--- config.mk ---
export PLATFORM = sky130hd
export DESIGN_NAME = reg_write_ctrl
export DESIGN_NICKNAME = d
export VERILOG_FILES = /design/src/rtl/reg_write_ctrl_pkg.sv /design/src/rtl/sync_fifo.sv /design/src/rtl/reg_write_ctrl.sv
export SDC_FILE = /design/constraint.sdc
export NUM_CORES = 1
export LEC_CHECK = 0
export BUFFER_PORTS_ARGS = -buffer_cell sky130_fd_sc_hd__buf_2
export CORE_UTILIZATION = 57
export CTS_BUF_LIST = sky130_fd_sc_hd__clkbuf_4
export DETAILED_ROUTE_END_ITERATION = 10
export GPL_TIMING_DRIVEN = 0
export MAX_ROUTING_LAYER = met4
export PLACE_DENSITY = 0.94
export SYNTH_ARGS = -nofsm -noshare
export SYNTH_HDL_FRONTEND = slang
export SYNTH_HIERARCHICAL = 1
export SYNTH_SLANG_ARGS = --single-unit
--- constraint.sdc ---
create_clock -name clk -period 4.8 [get_ports clk]
set_clock_uncertainty 0.15 [all_clocks]
set_input_delay 0.96 -clock clk [delete_from_list [all_inputs] [get_ports clk]]
set_output_delay 0.96 -clock clk [all_outputs]
set_load 0.005 [all_outputs]
--- src/rtl/reg_write_ctrl_pkg.sv ---
// Shared widths, defaults and types for the register-file write-side controller.
// Load-return FIFO entries and the write-port source select are defined here.
package reg_write_ctrl_pkg;

  localparam int REG_AW           = 5;
  localparam int DATA_W           = 32;
  localparam int NUM_REGS         = 32;
  localparam int LQ_DEPTH_DEF     = 2;
  localparam int STARVE_LIMIT_DEF = 4;

  typedef logic [REG_AW-1:0] reg_addr_t;
  typedef logic [DATA_W-1:0] reg_data_t;

  typedef struct packed {
    reg_addr_t rd;
    reg_data_t data;
  } load_entry_t;

  localparam int LOAD_ENTRY_W = $bits(load_entry_t);

  typedef enum logic [1:0] {
    SEL_NONE = 2'd0,
    SEL_ALU  = 2'd1,
    SEL_LOAD = 2'd2
  } wr_sel_e;

  // One-hot register mask; x0 maps to an empty mask since it is never pending.
  function automatic logic [NUM_REGS-1:0] reg_onehot(input reg_addr_t a);
    logic [NUM_REGS-1:0] v;
    v = '0;
    if (a != '0) v[a] = 1'b1;
    return v;
  endfunction

endpackage

--- src/rtl/sync_fifo.sv ---
// Generic single-clock FIFO with show-ahead read data.
// Pointers carry one extra wrap bit so full and empty need no separate counter.
module sync_fifo #(
  parameter int DEPTH = 2,
  parameter int WIDTH = 8
) (
  input  logic             clk,
  input  logic             reset,
  input  logic             i_push,
  input  logic             i_pop,
  input  logic [WIDTH-1:0] i_wdata,
  output logic [WIDTH-1:0] o_rdata,
  output logic             o_full,
  output logic             o_empty
);

  localparam int AW = (DEPTH > 1) ? $clog2(DEPTH) : 1;

  logic [WIDTH-1:0] r_mem [DEPTH];
  logic [AW:0]      r_wptr;
  logic [AW:0]      r_rptr;
  logic             w_push;
  logic             w_pop;

  assign o_empty = (r_wptr == r_rptr);
  assign o_full  = (r_wptr[AW] != r_rptr[AW]) && (r_wptr[AW-1:0] == r_rptr[AW-1:0]);
  assign w_push  = i_push & ~o_full;
  assign w_pop   = i_pop & ~o_empty;
  assign o_rdata = r_mem[r_rptr[AW-1:0]];

  always_ff @(posedge clk or posedge reset) begin
    if (reset) begin
      r_wptr <= '0;
      r_rptr <= '0;
    end else begin
      if (w_push) r_wptr <= r_wptr + 1'b1;
      if (w_pop)  r_rptr <= r_rptr + 1'b1;
    end
  end

  // Storage needs no reset: entries are only visible between valid pointers.
  always_ff @(posedge clk) begin
    if (w_push) r_mem[r_wptr[AW-1:0]] <= i_wdata;
  end

endmodule

--- src/rtl/reg_write_ctrl.sv ---
// Merges ALU results and buffered load returns onto the register file write port,
// and tracks loads in flight so decode can stall on RAW hazards.
module reg_write_ctrl
  import reg_write_ctrl_pkg::*;
#(
  parameter int LQ_DEPTH     = LQ_DEPTH_DEF,
  parameter int STARVE_LIMIT = STARVE_LIMIT_DEF
) (
  input  logic              clk,
  input  logic              reset,
  input  logic              aluValid,
  input  logic [REG_AW-1:0] aluRd,
  input  logic [DATA_W-1:0] aluData,
  output logic              aluStall,
  input  logic              memValid,
  input  logic [REG_AW-1:0] memRd,
  input  logic [DATA_W-1:0] memData,
  output logic              memReady,
  input  logic              issueLoad,
  input  logic [REG_AW-1:0] issueRd,
  input  logic [REG_AW-1:0] rdAddr1,
  input  logic [REG_AW-1:0] rdAddr2,
  output logic              hazard1,
  output logic              hazard2,
  output logic              wen,
  output logic [REG_AW-1:0] regWAddr,
  output logic [DATA_W-1:0] regWData
);

  localparam int                SC_W       = $clog2(STARVE_LIMIT + 1);
  localparam logic [SC_W-1:0]   STARVE_MAX = SC_W'(STARVE_LIMIT);

  load_entry_t          w_push_entry;
  load_entry_t          w_head;
  logic                 w_fifo_full;
  logic                 w_fifo_empty;
  logic                 w_push;
  logic                 w_pop;
  logic                 w_force_load;
  wr_sel_e              w_sel;
  logic [NUM_REGS-1:0]  w_set_mask;
  logic [NUM_REGS-1:0]  w_clr_mask;

  logic [SC_W-1:0]      r_starve_cnt;
  logic [NUM_REGS-1:0]  r_pending;

  always_comb begin
    w_push_entry      = '0;
    w_push_entry.rd   = memRd;
    w_push_entry.data = memData;
  end

  assign memReady = ~w_fifo_full;
  assign w_push   = memValid & ~w_fifo_full;

  sync_fifo #(
    .DEPTH (LQ_DEPTH),
    .WIDTH (LOAD_ENTRY_W)
  ) u_load_fifo (
    .clk     (clk),
    .reset   (reset),
    .i_push  (w_push),
    .i_pop   (w_pop),
    .i_wdata (w_push_entry),
    .o_rdata (w_head),
    .o_full  (w_fifo_full),
    .o_empty (w_fifo_empty)
  );

  // A load that has lost STARVE_LIMIT times in a row pre-empts the ALU.
  assign w_force_load = ~w_fifo_empty & (r_starve_cnt == STARVE_MAX);

  always_comb begin
    w_sel = SEL_NONE;
    if (w_force_load)       w_sel = SEL_LOAD;
    else if (aluValid)      w_sel = SEL_ALU;
    else if (~w_fifo_empty) w_sel = SEL_LOAD;
  end

  assign w_pop    = (w_sel == SEL_LOAD);
  assign aluStall = aluValid & w_force_load;

  always_ff @(posedge clk or posedge reset) begin
    if (reset) begin
      r_starve_cnt <= '0;
    end else if (w_pop) begin
      r_starve_cnt <= '0;
    end else if ((w_sel == SEL_ALU) && ~w_fifo_empty && (r_starve_cnt != STARVE_MAX)) begin
      r_starve_cnt <= r_starve_cnt + 1'b1;
    end
  end

  // Address/data hold when idle; an x0 destination consumes its slot with wen low.
  always_ff @(posedge clk or posedge reset) begin
    if (reset) begin
      wen      <= 1'b0;
      regWAddr <= '0;
      regWData <= '0;
    end else begin
      case (w_sel)
        SEL_ALU: begin
          wen      <= (aluRd != '0);
          regWAddr <= aluRd;
          regWData <= aluData;
        end
        SEL_LOAD: begin
          wen      <= (w_head.rd != '0);
          regWAddr <= w_head.rd;
          regWData <= w_head.data;
        end
        default: wen <= 1'b0;
      endcase
    end
  end

  assign w_set_mask = issueLoad ? reg_onehot(issueRd) : '0;
  assign w_clr_mask = w_pop ? reg_onehot(w_head.rd) : '0;

  // Set is applied after clear so a re-issued load to the same register stays pending.
  always_ff @(posedge clk or posedge reset) begin
    if (reset) begin
      r_pending <= '0;
    end else begin
      r_pending <= ((r_pending & ~w_clr_mask) | w_set_mask) & ~NUM_REGS'(1);
    end
  end

  assign hazard1 = r_pending[rdAddr1];
  assign hazard2 = r_pending[rdAddr2];

endmodule

==> results.md <==
- Fin. max-slew vios: 0
- I/O pins: 136
- Mapped Area: 6723 um^2
- Tcrit/Tclk final: 74.62%
- Post-DR wirelength/cell: 19.56 um
- Row count: 39
- Metal3 WL: 1.246 mm
- DIE HEIGHT: 110.6 um
- H-tree levels: 4
- Top cell type's share of synthesized area: 33.05%
- DRT Pass-1 Iters: 5
- Final hold vios: 0
- Via count: 4,977
- Die width: 110.6 um
- Total Routing Usage GR: 28.71%
- Yosys top cell by area: edfxtp_1
- Die ar.: 12,230 um^2
- # port buffers: 131
- Met1 wire length: 6.423 mm
- Share of layout cells above drive strength 1: 33.67%
- DR vias/cell: 5.953
- Syn-to-layout area delta: 18.18%
- Grt total ovfl: 0
- Status: completed
- R2R setup slack: 1.22 ns
- Nets: 777
- Crit-path max cell delay: 0.36 ns
- TNS Setup: 0 ns
- Crit path capture type: flip-flop
- CP most frequent cell: buf_2
- Static Leak: 3.264 nW
- Fin util: 69.29%
- PwrDens: 635.2 nW/um^2
- Cts repair resizes: 0
- Longest Clk Path Bufs: 2
- Achievable Freq: 279.2 MHz
- Max_cap viols: 0
- WP data required: 5.04 ns
- Cell variety after synth: 37
- Area contributors post-synth: edfxtp_1 (33%), dfrtp_1 (28%), mux2i_1 (8.5%), o21ai_0 (7.7%), mux2_2 (6.5%)
- Setup violators final: 0
- Root buffer cell: clkbuf_4
- Arr. time, crit path: 3.83 ns
- Setup Buffers After CTS: 0
- Gate Count Post-Synth: 527
- Met2 WL: 8.323 mm
- Final Total Pwr: 5.046 mW
- DRC viols: 0
- Dpl hpwl: 11.86 mm
- Flops & latches, synth: 150
- # hold bufs at CTS: 0
- DRT Wirelength: 16.35 mm
- Hold Path Class: input pin to asynchronous set/reset pin
- RePlAce Congestion: 0.9268
- Core area: 11,470 um^2
- Mapped Avg Cell Area: 12.76 um^2
- RSZ-0062 raised after global routing: false
- TritonCTS clock tree: done
- Critical Path, Cell by Cell: buf_2 -> buf_2 -> xor2_1 -> nor2_1 -> a21oi_1 -> ha_1 -> clkbuf_1 -> buf_2 -> nand3b_1 -> o21ai_0 -> o21ai_0
- CTS clk-pin slew, worst paths: 0.12 ns
- Initial DRC Count: 430
- Post-synthesis sequential area ratio: 61.34%
- Starting Density: 58.63%
- Crit path launch type: flip-flop
- Fin crit period: 3.582 ns
- Reg2reg end: r_pending[29]$_DFF_PP0_
- Reg2Reg Depth: 11
- Dpl ws: 1.316 ns
- Num Clock Sinks: 150
- Fillers: 760
- Syn nets: 625
- Largest net degree at the start of global routing: 73
- Slew @ Worst Pin: 0.9078 ns
- Vias in the first global route: 5,302
- Fin worst setup slack: 1.218 ns
- Antenna Nets Post-Route: 0
- Initial antenna violation count: 1
- Ys Warns: 6
- Top layer in use: met4
- Crit path max fanout: 10
- Worst ir drop on vdd: 0.3600 mV
- Critical path type: flip-flop to flip-flop
- Max transition margin: 39.48%
- RR Startpoint: u_load_fifo/r_rptr[0]$_DFFE_PP0P_
- Clk_lat worst skew: 0.53 ns
- Slowest cell on the critical path: a21oi_1
- TritonCTS buffer count: 17
- First-pass GRT wire length: 26.31 mm
==> sequential cells by signal, indices dropped and copies added (netlist names) <==
register and count:
u_load_fifo/r_rptr 2, r_pending 31, regWAddr 5, r_starve_cnt 3, wen 1, regWData 32
u_load_fifo/r_wptr 2, u_load_fifo/r_mem 74
==> metal layers <==
| metal | up-vias | GRT usage (%) |
|---|---|---|
| li1 | 2255 | - |
| met4 | 0 | 11.82 |
| met5 | - | - |
| met2 | 262 | 47.62 |
| met3 | 33 | 6.806 |
| met1 | 2427 | 33.75 |
==> area by class of cell <==
cell class,instances,area (um^2),share of cell area [%]
flip-flops and latches,150,4124,51.91
multi-input cells,340,2455,30.90
repair buffers,133,703.2,8.850
clock inverters,13,181.4,2.283
well taps,143,178.9,2.252
clock buffers,19,142.6,1.795
plain buffers,26,113.9,1.433
inverters,11,43.79,0.5512
diodes,1,2.502,0.03150
==> synthesized netlist by cell type <==
master     count
mux2i_1       57
xnor2_2        1
nor2b_1        6
a21oi_1        9
dfrtp_1       76
a211oi_1       2
a22o_1         2
nor2_1         9
o21bai_1       1
o211ai_1       2
o2111ai_1      2
a211o_2        1
ha_1           4
buf_2         13
xor2_1         2
clkbuf_1      10
or4_1          1
nand2b_1       4
o31ai_1        1
nand3_1       12
o211a_1        1
a31oi_1        1
and2b_2        1
nand4_1        2
a22oi_1        4
o21ai_0      104
nand2_1       46
nor3b_1        1
or3b_2         6
inv_1         11
or3_1          2
mux4_2         6
or2b_1         1
mux2_2        39
nand3b_1      10
edfxtp_1      74
buf_1          3
==> power breakdown <==
| group | switching (mW) | total, mW | internal (mW) |
|---|---|---|---|
| registers | 0.280 | 2.19 | 1.91 |
| logic | 1.15 | 1.99 | 0.839 |
| clock network | 0.443 | 0.867 | 0.424 |
==> worst max-delay path, delay by kind of cell (launching register included) <==
family                     cells  cell delay (ns)
buffers and inverters          4             1.18
xor gates and xnor gates       1             0.22
AOI/OAI and AO/OA              3             0.79
DFF                            1             0.34
and+or+nand+nor                2             0.46
adders and majority gates      1             0.29
==> logic make-up after synthesis <==
logic type               after synthesis  synth area share, %
XOR/XNOR                               3               0.5026
flip-flops                           150                61.34
AND/OR/NAND/NOR                      101                7.631
AO/OA/AOI/OAI                        130                10.44
adder cells (fa/ha/maj)                4               0.7445
buffers and inverters                 37                2.308
multiplexers                         102                17.03
==> through the flow <==
step                hold WS (ns)  std cells  cell area [um^2]
floorplan                 0.3233        527              6723
global placement          0.3116        801              7557
detailed placement        0.3183        803              7619
CTS                       0.1220        835              7943
global route              0.1354        836              7945
finish                    0.1821        836              7945
==> placed cells by master, fill, tap and decap left out, drive strengths merged, types with 2 or more instances in the layout <==
master    instances
mux2             39
o21ai           104
nand3b           10
a21oi             9
nand2            46
a211oi            2
nor2              9
nand2b            4
or3b              6
edfxtp           74
a22o              2
or3               2
mux4              6
inv              12
o211ai            2
xor2              2
bufinv            4
ha                4
buf             149
nor2b             6
dfrtp            76
clkbuf           29
clkinvlp          3
o2111ai           2
a22oi             4
nand4             2
nand3            12
mux2i            57
clkinv            5
==> worst max path at each step <==
stage | depth (start not counted) | startpoint | endpoint
2_1_floorplan | 3 | memValid | u_load_fifo/r_mem[1][0]$_DFFE_PP_
3_3_place_gp | 7 | u_load_fifo/r_rptr[0]$_DFFE_PP0P_ | u_load_fifo/r_mem[1][4]$_DFFE_PP_
3_5_place_dp | 11 | u_load_fifo/r_rptr[0]$_DFFE_PP0P_ | r_pending[7]$_DFF_PP0_
4_1_cts | 11 | u_load_fifo/r_rptr[0]$_DFFE_PP0P_ | r_pending[29]$_DFF_PP0_
5_1_grt | 11 | u_load_fifo/r_rptr[0]$_DFFE_PP0P_ | r_pending[3]$_DFF_PP0_
6_report | 11 | u_load_fifo/r_rptr[0]$_DFFE_PP0P_ | r_pending[29]$_DFF_PP0_
(Power assumes the default switching activity.)
